`src/rtl/uart_mem_loader_if.sv`:
```
// ---------------------------------------------------------------------------
// uart_mem_loader_if
//   Memory write bus driven by the UART memory loader.
//
//   Handshake: this bus has a valid strobe only and no ready. `we` is the
//   valid; it is high for exactly one clk cycle per word, and address and
//   data_out are stable while it is high. The memory side must accept the
//   write in that cycle. There is no back-pressure.
//
//   Signals
//     we        1        one-cycle write strobe
//     address   ADDR_W   word address, valid while we=1
//     data_out  DATA_W   packed word, valid while we=1 (holds afterwards)
//
//   Modports
//     master  loader side (drives the bus)
//     slave   memory side (observes the bus)
// ---------------------------------------------------------------------------
interface uart_mem_loader_if #(
    parameter int DATA_W = 32,
    parameter int ADDR_W = 32
);
    logic              we;
    logic [ADDR_W-1:0] address;
    logic [DATA_W-1:0] data_out;

    modport master (output we, output address, output data_out);
    modport slave  (input  we, input  address, input  data_out);
endinterface

```
`src/rtl/uart_mem_loader.sv`:
```
// ---------------------------------------------------------------------------
// uart_mem_loader
//   UART receiver that packs WORD_BYTES characters into one little-endian
//   word and writes it to memory through a one-cycle strobe. It raises `done`
//   after NUM_WORDS words have been written. It flags framing and parity
//   errors on a sticky `err` output.
//
//   Ports
//     clk        in   rising-edge clock
//     reset      in   synchronous reset, active low (0 = reset)
//     en         in   receive enable; dropping it aborts the current character
//     rx         in   serial line, idle high, asynchronous to clk
//     bus        mst  memory write bus (we / address / data_out)
//     done       out  NUM_WORDS words written; sticky until reset
//     err        out  framing or parity error seen; sticky until reset
//     busy       out  receiver FSM is not idle
//     state_dbg  out  current FSM state encoding, for debug and checkers
// ---------------------------------------------------------------------------
module uart_mem_loader #(
    parameter int                CLKS_PER_BIT = 16,
    parameter int                DATA_BITS    = 8,
    parameter int                PARITY       = 0,
    parameter int                WORD_BYTES   = 4,
    parameter int                ADDR_W       = 32,
    parameter logic [ADDR_W-1:0] BASE_ADDR    = '0,
    parameter int                NUM_WORDS    = 16
) (
    input  logic                      clk,
    input  logic                      reset,
    input  logic                      en,
    input  logic                      rx,
    uart_mem_loader_if.master         bus,
    output logic                      done,
    output logic                      err,
    output logic                      busy,
    output logic [2:0]                state_dbg
);

    localparam int WORD_W = DATA_BITS * WORD_BYTES;
    localparam int TW     = $clog2(CLKS_PER_BIT);
    localparam int WC_W   = $clog2(NUM_WORDS + 1);

    // Timer terminal counts: half a bit to reach the middle of the start bit,
    // then a full bit between successive mid-bit samples.
    localparam logic [TW-1:0]   HALF_LAST = TW'(CLKS_PER_BIT / 2 - 1);
    localparam logic [TW-1:0]   BIT_LAST  = TW'(CLKS_PER_BIT - 1);
    localparam logic [3:0]      DBIT_LAST = 4'(DATA_BITS - 1);
    localparam logic [3:0]      BYTE_LAST = 4'(WORD_BYTES - 1);
    localparam logic [WC_W-1:0] WORD_LAST = WC_W'(NUM_WORDS - 1);

    typedef enum logic [2:0] {
        S_IDLE   = 3'd0,
        S_START  = 3'd1,
        S_DATA   = 3'd2,
        S_PARITY = 3'd3,
        S_STOP   = 3'd4
    } state_t;

    state_t              state;
    logic                rx_meta;
    logic                rx_sync;
    logic                rx_prev;
    logic [TW-1:0]       timer;
    logic [3:0]          bit_idx;
    logic [DATA_BITS-1:0] shreg;
    logic                par_bad;
    logic [3:0]          byte_cnt;
    logic [WORD_W-1:0]   word_buf;
    logic [WORD_W-1:0]   word_next;
    logic [WC_W-1:0]     word_cnt;
    logic                we_r;
    logic [ADDR_W-1:0]   addr_r;
    logic [WORD_W-1:0]   data_r;
    logic                done_r;
    logic                err_r;
    logic                par_mismatch;

    // The partial word with the character just received dropped into its
    // slot. The first character of a word lands in the lowest bits.
    always_comb begin
        word_next = word_buf;
        word_next[int'(byte_cnt) * DATA_BITS +: DATA_BITS] = shreg;
    end

    // Even parity: data XOR parity bit must be 0. Odd parity: it must be 1.
    always_comb begin
        par_mismatch = (^shreg) ^ rx_sync;
        if (PARITY == 2) begin
            par_mismatch = ~par_mismatch;
        end
    end

    always_ff @(posedge clk) begin
        if (!reset) begin
            state    <= S_IDLE;
            rx_meta  <= 1'b1;
            rx_sync  <= 1'b1;
            rx_prev  <= 1'b1;
            timer    <= '0;
            bit_idx  <= '0;
            shreg    <= '0;
            par_bad  <= 1'b0;
            byte_cnt <= '0;
            word_buf <= '0;
            word_cnt <= '0;
            we_r     <= 1'b0;
            addr_r   <= BASE_ADDR;
            data_r   <= '0;
            done_r   <= 1'b0;
            err_r    <= 1'b0;
        end else begin
            rx_meta <= rx;
            rx_sync <= rx_meta;
            rx_prev <= rx_sync;

            // Retire the write one cycle after the strobe. The FSM is always
            // idle in this cycle because the stop sample returns it to IDLE.
            if (we_r) begin
                we_r     <= 1'b0;
                addr_r   <= addr_r + ADDR_W'(WORD_BYTES);
                byte_cnt <= '0;
                word_cnt <= word_cnt + 1'b1;
                if (word_cnt == WORD_LAST) begin
                    done_r <= 1'b1;
                end
            end

            if (state != S_IDLE && !en) begin
                // Abort: the partial character is dropped. The partial word
                // and the address are kept.
                state <= S_IDLE;
                timer <= '0;
            end else begin
                case (state)
                    S_IDLE: begin
                        if (en && !done_r && rx_prev && !rx_sync) begin
                            state <= S_START;
                            timer <= '0;
                        end
                    end

                    S_START: begin
                        if (timer == HALF_LAST) begin
                            timer   <= '0;
                            bit_idx <= '0;
                            par_bad <= 1'b0;
                            // Line already high again at mid start bit: glitch.
                            state   <= rx_sync ? S_IDLE : S_DATA;
                        end else begin
                            timer <= timer + 1'b1;
                        end
                    end

                    S_DATA: begin
                        if (timer == BIT_LAST) begin
                            timer <= '0;
                            shreg <= {rx_sync, shreg[DATA_BITS-1:1]};
                            if (bit_idx == DBIT_LAST) begin
                                state <= (PARITY != 0) ? S_PARITY : S_STOP;
                            end else begin
                                bit_idx <= bit_idx + 1'b1;
                            end
                        end else begin
                            timer <= timer + 1'b1;
                        end
                    end

                    S_PARITY: begin
                        if (timer == BIT_LAST) begin
                            timer   <= '0;
                            par_bad <= par_mismatch;
                            state   <= S_STOP;
                        end else begin
                            timer <= timer + 1'b1;
                        end
                    end

                    S_STOP: begin
                        if (timer == BIT_LAST) begin
                            timer <= '0;
                            state <= S_IDLE;
                            if (!rx_sync || par_bad) begin
                                err_r <= 1'b1;
                            end else begin
                                word_buf <= word_next;
                                if (byte_cnt == BYTE_LAST) begin
                                    we_r   <= 1'b1;
                                    data_r <= word_next;
                                end else begin
                                    byte_cnt <= byte_cnt + 1'b1;
                                end
                            end
                        end else begin
                            timer <= timer + 1'b1;
                        end
                    end

                    default: begin
                        state <= S_IDLE;
                        timer <= '0;
                    end
                endcase
            end
        end
    end

    assign bus.we       = we_r;
    assign bus.address  = addr_r;
    assign bus.data_out = data_r;
    assign done         = done_r;
    assign err          = err_r;
    assign busy         = (state != S_IDLE);
    assign state_dbg    = state;

endmodule

```
`src/flat_wrapper.sv`:
```
// flat-port wrapper written by rule: the top's interface ports become plain ports
module uart_mem_loader_flat 
#(
    parameter int                CLKS_PER_BIT = 16,
    parameter int                DATA_BITS    = 8,
    parameter int                PARITY       = 0,
    parameter int                WORD_BYTES   = 4,
    parameter int                ADDR_W       = 32,
    parameter logic [ADDR_W-1:0] BASE_ADDR    = '0,
    parameter int                NUM_WORDS    = 16
)
  (clk, reset, en, rx, done, err, busy, state_dbg, bus_we, bus_address, bus_data_out);
  uart_mem_loader_if #(.DATA_W((32)), .ADDR_W(ADDR_W)) bus_i ();
  input  logic clk;
  input  logic reset;
  input  logic en;
  input  logic rx;
  output logic done;
  output logic err;
  output logic busy;
  output logic [2:0] state_dbg;
  output wire logic [$bits(bus_i.we)-1:0] bus_we;
  output wire logic [$bits(bus_i.address)-1:0] bus_address;
  output wire logic [$bits(bus_i.data_out)-1:0] bus_data_out;
  assign bus_we = bus_i.we;
  assign bus_address = bus_i.address;
  assign bus_data_out = bus_i.data_out;
  uart_mem_loader #(.CLKS_PER_BIT(CLKS_PER_BIT), .DATA_BITS(DATA_BITS), .PARITY(PARITY), .WORD_BYTES(WORD_BYTES), .ADDR_W(ADDR_W), .BASE_ADDR(BASE_ADDR), .NUM_WORDS(NUM_WORDS)) u_core (.clk(clk), .reset(reset), .en(en), .rx(rx), .bus(bus_i), .done(done), .err(err), .busy(busy), .state_dbg(state_dbg));
endmodule
```
`config.mk`:
```
export PLATFORM = sky130hd
export DESIGN_NAME = uart_mem_loader_flat
export DESIGN_NICKNAME = d
export VERILOG_FILES = /design/src/rtl/uart_mem_loader_if.sv /design/src/rtl/uart_mem_loader.sv /design/src/flat_wrapper.sv
export SDC_FILE = /design/constraint.sdc
export NUM_CORES = 1
export LEC_CHECK = 0
export ABC_AREA = 1
export CAP_MARGIN = 20
export CORE_ASPECT_RATIO = 1.1
export CORE_MARGIN = 2
export CORE_UTILIZATION = 25
export CTS_CLUSTER_DIAMETER = 30
export DETAILED_ROUTE_END_ITERATION = 8
export HOLD_SLACK_MARGIN = 0.15
export PLACE_DENSITY = 0.48
export SYNTH_ARGS = -nofsm -noshare
export SYNTH_HDL_FRONTEND = slang
export SYNTH_SLANG_ARGS = --single-unit
```
`constraint.sdc`:
```
create_clock -name clk -period 2.9 [get_ports clk]
set_clock_uncertainty 0.2 [all_clocks]
set_input_delay 0.29 -clock clk [delete_from_list [all_inputs] [get_ports clk]]
set_output_delay 0.29 -clock clk [all_outputs]
set_load 0.05 [all_outputs]
```
==> impl_metrics.prom <==
# TYPE chip_impl_metric gauge
chip_impl_info{name="run_status",value="completed"} 1
chip_impl_info{name="worst_hold_startpoint",value="reset"} 1
chip_impl_metric{name="drcViolationCount",unit=""} 0
chip_impl_info{name="yosys-top-cells-area",value="sky130_fd_sc_hd__dfxtp_1, sky130_fd_sc_hd__nand2_1, sky130_fd_sc_hd__nor2_1"} 1
chip_impl_metric{name="grt_start_max_net_pins",unit=""} 79
chip_impl_metric{name="place.port_buffers",unit=""} 72
chip_impl_metric{name="min_delay_path_depth",unit=""} 3
chip_impl_metric{name="timing_limited_maximum_frequency",unit="MHz"} 403.9
chip_impl_metric{name="post-route-util",unit=""} 0.3190
chip_impl_info{name="rsz0062_at_grt",value="false"} 1
chip_impl_metric{name="syn_area",unit="sq um"} 6290
chip_impl_metric{name="drt_iter0_drc",unit=""} 307
chip_impl_metric{name="rrSetupSlack",unit="ns"} 0.42
chip_impl_metric{name="insertion_delay",unit="ns"} 0.42
chip_impl_metric{name="fillCellCount",unit=""} 2677
chip_impl_metric{name="num_rows",unit=""} 60
chip_impl_metric{name="worst_slew_pin_slew",unit="ns"} 0.8650
chip_impl_metric{name="final_antenna_net_count",unit=""} 0
chip_impl_metric{name="max-cap-violations",unit=""} 0
chip_impl_metric{name="gpl.final_weighted_congestion",unit=""} 0.7819
chip_impl_metric{name="layout_cells_sized_above_1",unit=""} 0.06733
chip_impl_metric{name="post-cts-setup-buffers",unit=""} 0
chip_impl_metric{name="grt_overflow",unit=""} 0
chip_impl_metric{name="synth-edff-count",unit=""} 0
chip_impl_metric{name="post_synth_num_cell_types",unit=""} 35
chip_impl_metric{name="timing.final.max_slew_violations",unit=""} 0
chip_impl_metric{name="grt_pass1_wl",unit="microns"} 27600
chip_impl_metric{name="postRouteWirelength",unit="microns"} 16410
chip_impl_info{name="timing.hold.worst.class",value="in2reg"} 1
chip_impl_metric{name="nets",unit=""} 1009
chip_impl_metric{name="area.growth.synth_to_final",unit="%"} 24.89
chip_impl_metric{name="reg2regPathDepth",unit=""} 11
chip_impl_metric{name="setup_viol_count_final",unit=""} 0
chip_impl_metric{name="grtUsageTotal",unit=""} 0.1287
chip_impl_metric{name="antenna-diode-count",unit=""} 0
chip_impl_metric{name="worstPathMaxFanout",unit=""} 12
chip_impl_metric{name="path_clk_slew",unit="ns"} 0.06
chip_impl_metric{name="cts.path.max_buffers",unit=""} 2
chip_impl_metric{name="async_flop_share",unit=""} 0
chip_impl_info{name="cts_tree",value="yes"} 1
chip_impl_metric{name="via_per_inst",unit=""} 4.429
chip_impl_info{name="critical_path.reg2reg.startpoint",value="u_core.byte_cnt[0]$_SDFF_PN0_"} 1
chip_impl_metric{name="clock-sinks",unit=""} 129
chip_impl_metric{name="final_min_period_over_clock_period",unit=""} 0.8538
chip_impl_info{name="critical_path.startpoint_type",value="register"} 1
chip_impl_metric{name="grt_pass1_vias",unit=""} 5653
chip_impl_info{name="timing.critical_path.to_type",value="register"} 1
chip_impl_metric{name="die_w",unit="microns"} 155.2
chip_impl_metric{name="fin_setup_tns",unit="ns"} 0
chip_impl_metric{name="critPathArrivalTime",unit="ns"} 2.59
chip_impl_metric{name="cellPowerDensity",unit="nW/um^2"} 539.2
chip_impl_info{name="timing.hold.worst_endpoint",value="u_core.rx_prev$_SDFF_PN1_"} 1
chip_impl_metric{name="postCtsHoldBufs",unit=""} 0
chip_impl_metric{name="ys_ff_latch",unit=""} 129
chip_impl_metric{name="final-hold-violation-count",unit=""} 0
chip_impl_metric{name="post-synth-top-area-fraction",unit=""} 0.4106
chip_impl_metric{name="area_of_the_core_region",unit="sq um"} 24620
chip_impl_metric{name="antenna_found_initial",unit=""} 0
chip_impl_metric{name="post_cts_resize_count",unit=""} 0
chip_impl_metric{name="hpwl",unit="microns"} 11100
chip_impl_metric{name="irDropWorstVdd",unit="uV"} 340.9
chip_impl_metric{name="worst-endpoint-required",unit="ns"} 3.02
chip_impl_metric{name="die-area",unit="sq um"} 26450
chip_impl_metric{name="routed-via-count",unit=""} 5846
chip_impl_metric{name="design.portCount",unit=""} 75
chip_impl_metric{name="leakage",unit="nW"} 3.180
chip_impl_metric{name="synth_area_per_cell",unit="sq um"} 6.727
chip_impl_metric{name="detail_route.wl_per_cell",unit="microns"} 12.43
chip_impl_metric{name="detailedRoute.firstPassIterationCount",unit=""} 5
chip_impl_metric{name="portion_of_the_post_synthesis_area_used_by_sequential_elements",unit=""} 0.4106
chip_impl_metric{name="period_minus_slack",unit="ns"} 2.476
chip_impl_info{name="clk_root_buffer_cell",value="sky130_fd_sc_hd__clkbuf_16"} 1
chip_impl_metric{name="slew-limit-headroom",unit=""} 0.4233
chip_impl_metric{name="synth-warning-count",unit=""} 0
chip_impl_metric{name="cts_htree_levels",unit=""} 4
chip_impl_info{name="regToRegEndpoint",value="u_core.word_buf[1]$_SDFFE_PN0P_"} 1
chip_impl_metric{name="finalPower",unit="mW"} 4.235
chip_impl_metric{name="initial_core_utilization",unit=""} 0.2554
chip_impl_metric{name="cells_after_synthesis",unit=""} 935
chip_impl_info{name="path_class",value="reg2reg"} 1
chip_impl_metric{name="die_y",unit="microns"} 170.4
chip_impl_info{name="netlist.top_cell.by_area",value="sky130_fd_sc_hd__dfxtp_1"} 1
chip_impl_info{name="dominantRegCellSynth",value="sky130_fd_sc_hd__dfxtp_1"} 1
chip_impl_metric{name="cts_buffers",unit=""} 17
## cell type report
type                            count  area (sq um)  share of cell area
Tap cell                          310         387.9             0.04938
Multi-Input combinational cell    653          3067              0.3904
Timing Repair Buffer               77         778.2             0.09908
Sequential cell                   129          2582              0.3288
Clock buffer                       23         488.0             0.06212
Inverter                          119         446.7             0.05687
Clock inverter                      9         105.1             0.01338
## power by group
part           total, mW  internal (mW)  leakage [nW]  switching (mW)
sequential          1.81           1.79          1.04          0.0196
clock               2.15           1.35         0.281           0.800
combinational      0.274         0.0779          1.86           0.196
## cells in the final DEF, fill, tap and decap left out, types with 2 or more instances in the layout
| cell | count |
|---|---|
| sky130_fd_sc_hd__a21oi_1 | 68 |
| sky130_fd_sc_hd__a31oi_1 | 4 |
| sky130_fd_sc_hd__buf_12 | 2 |
| sky130_fd_sc_hd__buf_4 | 3 |
| sky130_fd_sc_hd__bufinv_16 | 2 |
| sky130_fd_sc_hd__clkbuf_1 | 2 |
| sky130_fd_sc_hd__clkbuf_16 | 17 |
| sky130_fd_sc_hd__clkbuf_8 | 4 |
| sky130_fd_sc_hd__clkdlybuf4s50_1 | 71 |
| sky130_fd_sc_hd__clkinv_2 | 3 |
| sky130_fd_sc_hd__clkinvlp_4 | 4 |
| sky130_fd_sc_hd__conb_1 | 2 |
| sky130_fd_sc_hd__dfxtp_1 | 129 |
| sky130_fd_sc_hd__ha_1 | 8 |
| sky130_fd_sc_hd__inv_1 | 109 |
| sky130_fd_sc_hd__inv_2 | 9 |
| sky130_fd_sc_hd__nand2_1 | 216 |
| sky130_fd_sc_hd__nand2_2 | 3 |
| sky130_fd_sc_hd__nand3_1 | 74 |
| sky130_fd_sc_hd__nand3_2 | 3 |
| sky130_fd_sc_hd__nand3b_1 | 4 |
| sky130_fd_sc_hd__nand4_1 | 22 |
| sky130_fd_sc_hd__nor2_1 | 129 |
| sky130_fd_sc_hd__nor2_2 | 9 |
| sky130_fd_sc_hd__nor2_4 | 3 |
| sky130_fd_sc_hd__nor3_1 | 18 |
| sky130_fd_sc_hd__nor3_2 | 2 |
| sky130_fd_sc_hd__o211ai_1 | 2 |
| sky130_fd_sc_hd__o21a_1 | 17 |
| sky130_fd_sc_hd__o21ai_0 | 51 |
| sky130_fd_sc_hd__o21ai_1 | 8 |
| sky130_fd_sc_hd__o21bai_1 | 2 |
| sky130_fd_sc_hd__or2_2 | 2 |
| sky130_fd_sc_hd__xor2_1 | 2 |
## through the flow
| stage | area [sq um] | hold WS (ns) | instances | setup slack [ns] |
|---|---|---|---|---|
| 2_1_floorplan | 6294 | 0.1925 | 936 | 0.7271 |
| 6_report | 7855 | 0.1846 | 1320 | 0.4240 |
| 4_1_cts | 7855 | 0.1570 | 1320 | 0.4299 |
| 3_5_place_dp | 7262 | 0.2082 | 1288 | 0.4352 |
| 3_3_place_gp | 7262 | 0.2083 | 1288 | 0.4887 |
| 5_1_grt | 7855 | 0.1926 | 1320 | 0.1210 |
## worst max-delay path by stage
| stage | slack, ns | startpoint | end | cells past startpoint |
|---|---|---|---|---|
| after floorplan | 0.73 | u_core.state_dbg[1]$_SDFFE_PP0P_ | u_core.state_dbg[1]$_SDFFE_PP0P_ | 9 |
| after global placement | 0.49 | u_core.byte_cnt[0]$_SDFF_PN0_ | u_core.bus.data_out[3]$_SDFFE_PN0P_ | 11 |
| after detailed placement | 0.44 | u_core.byte_cnt[0]$_SDFF_PN0_ | u_core.word_buf[17]$_SDFFE_PN0P_ | 11 |
| after CTS | 0.43 | u_core.byte_cnt[0]$_SDFF_PN0_ | u_core.bus.data_out[3]$_SDFFE_PN0P_ | 11 |
| after global routing | 0.12 | u_core.byte_cnt[0]$_SDFF_PN0_ | u_core.bus.data_out[0]$_SDFFE_PN0P_ | 11 |
| final | 0.42 | u_core.byte_cnt[0]$_SDFF_PN0_ | u_core.word_buf[1]$_SDFFE_PN0P_ | 11 |
## registers in the layout (all words and copies together), names as in the netlist
signal and cells:
u_core.bus.data_out 32, u_core.byte_cnt 4, u_core.rx_meta 1, u_core.shreg 8, u_core.par_bad 1, u_core.state_dbg 3
u_core.word_buf 32, u_core.err 1, u_core.rx_sync 1, u_core.timer 4, u_core.bus.address 30, u_core.bit_idx 4
u_core.word_cnt 5, u_core.done 1, u_core.bus.we 1, u_core.rx_prev 1
## cell usage after synthesis, types with 3 or more instances
cell                       instances
sky130_fd_sc_hd__nand2_1         216
sky130_fd_sc_hd__dfxtp_1         129
sky130_fd_sc_hd__nor2_1          129
sky130_fd_sc_hd__inv_1           109
sky130_fd_sc_hd__nand3_1          74
sky130_fd_sc_hd__a21oi_1          68
sky130_fd_sc_hd__o21ai_0          51
sky130_fd_sc_hd__nand4_1          22
sky130_fd_sc_hd__nor3_1           18
sky130_fd_sc_hd__o21a_1           17
sky130_fd_sc_hd__clkbuf_1         13
sky130_fd_sc_hd__buf_4             9
sky130_fd_sc_hd__inv_2             9
sky130_fd_sc_hd__nor2_2            9
sky130_fd_sc_hd__buf_2             8
sky130_fd_sc_hd__ha_1              8
sky130_fd_sc_hd__o21ai_1           8
sky130_fd_sc_hd__a31oi_1           4
sky130_fd_sc_hd__nand3b_1          4
sky130_fd_sc_hd__buf_6             3
sky130_fd_sc_hd__nand2_2           3
sky130_fd_sc_hd__nand3_2           3
sky130_fd_sc_hd__nor2_4            3
## worst max-delay path, stage by stage (launching register included)
cell and delay, ns:
sky130_fd_sc_hd__dfxtp_1 0.35, sky130_fd_sc_hd__inv_1 0.17, sky130_fd_sc_hd__nand3_1 0.10, sky130_fd_sc_hd__ha_1 0.43
sky130_fd_sc_hd__nor2_1 0.15, sky130_fd_sc_hd__nand2_1 0.07, sky130_fd_sc_hd__a21oi_2 0.33, sky130_fd_sc_hd__nand3_2 0.24
sky130_fd_sc_hd__nand2_1 0.15, sky130_fd_sc_hd__nand3_1 0.07, sky130_fd_sc_hd__nand2_1 0.07, sky130_fd_sc_hd__inv_1 0.03
## metal layers
layer  vias to the layer above  track usage  part of all wire
met1                      2613       0.1678              0.50
met5                         -            0                 0
met2                        95       0.2126              0.46
met4                         0      0.04188            0.0060
met3                         7      0.02699             0.037
li1                       3131            -                 -
## cells by family after synthesis
| group | Yosys count | share of synthesized area |
|---|---|---|
| AOI/OAI and AO/OA | 153 | 0.1315 |
| adders and majority gates | 8 | 0.01591 |
| other | 1 | 0.0005962 |
| xor gates and xnor gates | 2 | 0.002785 |
| buffers and inverters | 154 | 0.1024 |
| DFF | 129 | 0.4106 |
| and+or+nand+nor | 488 | 0.3362 |
No activity file was read; power rests on OpenSTA's default activity.
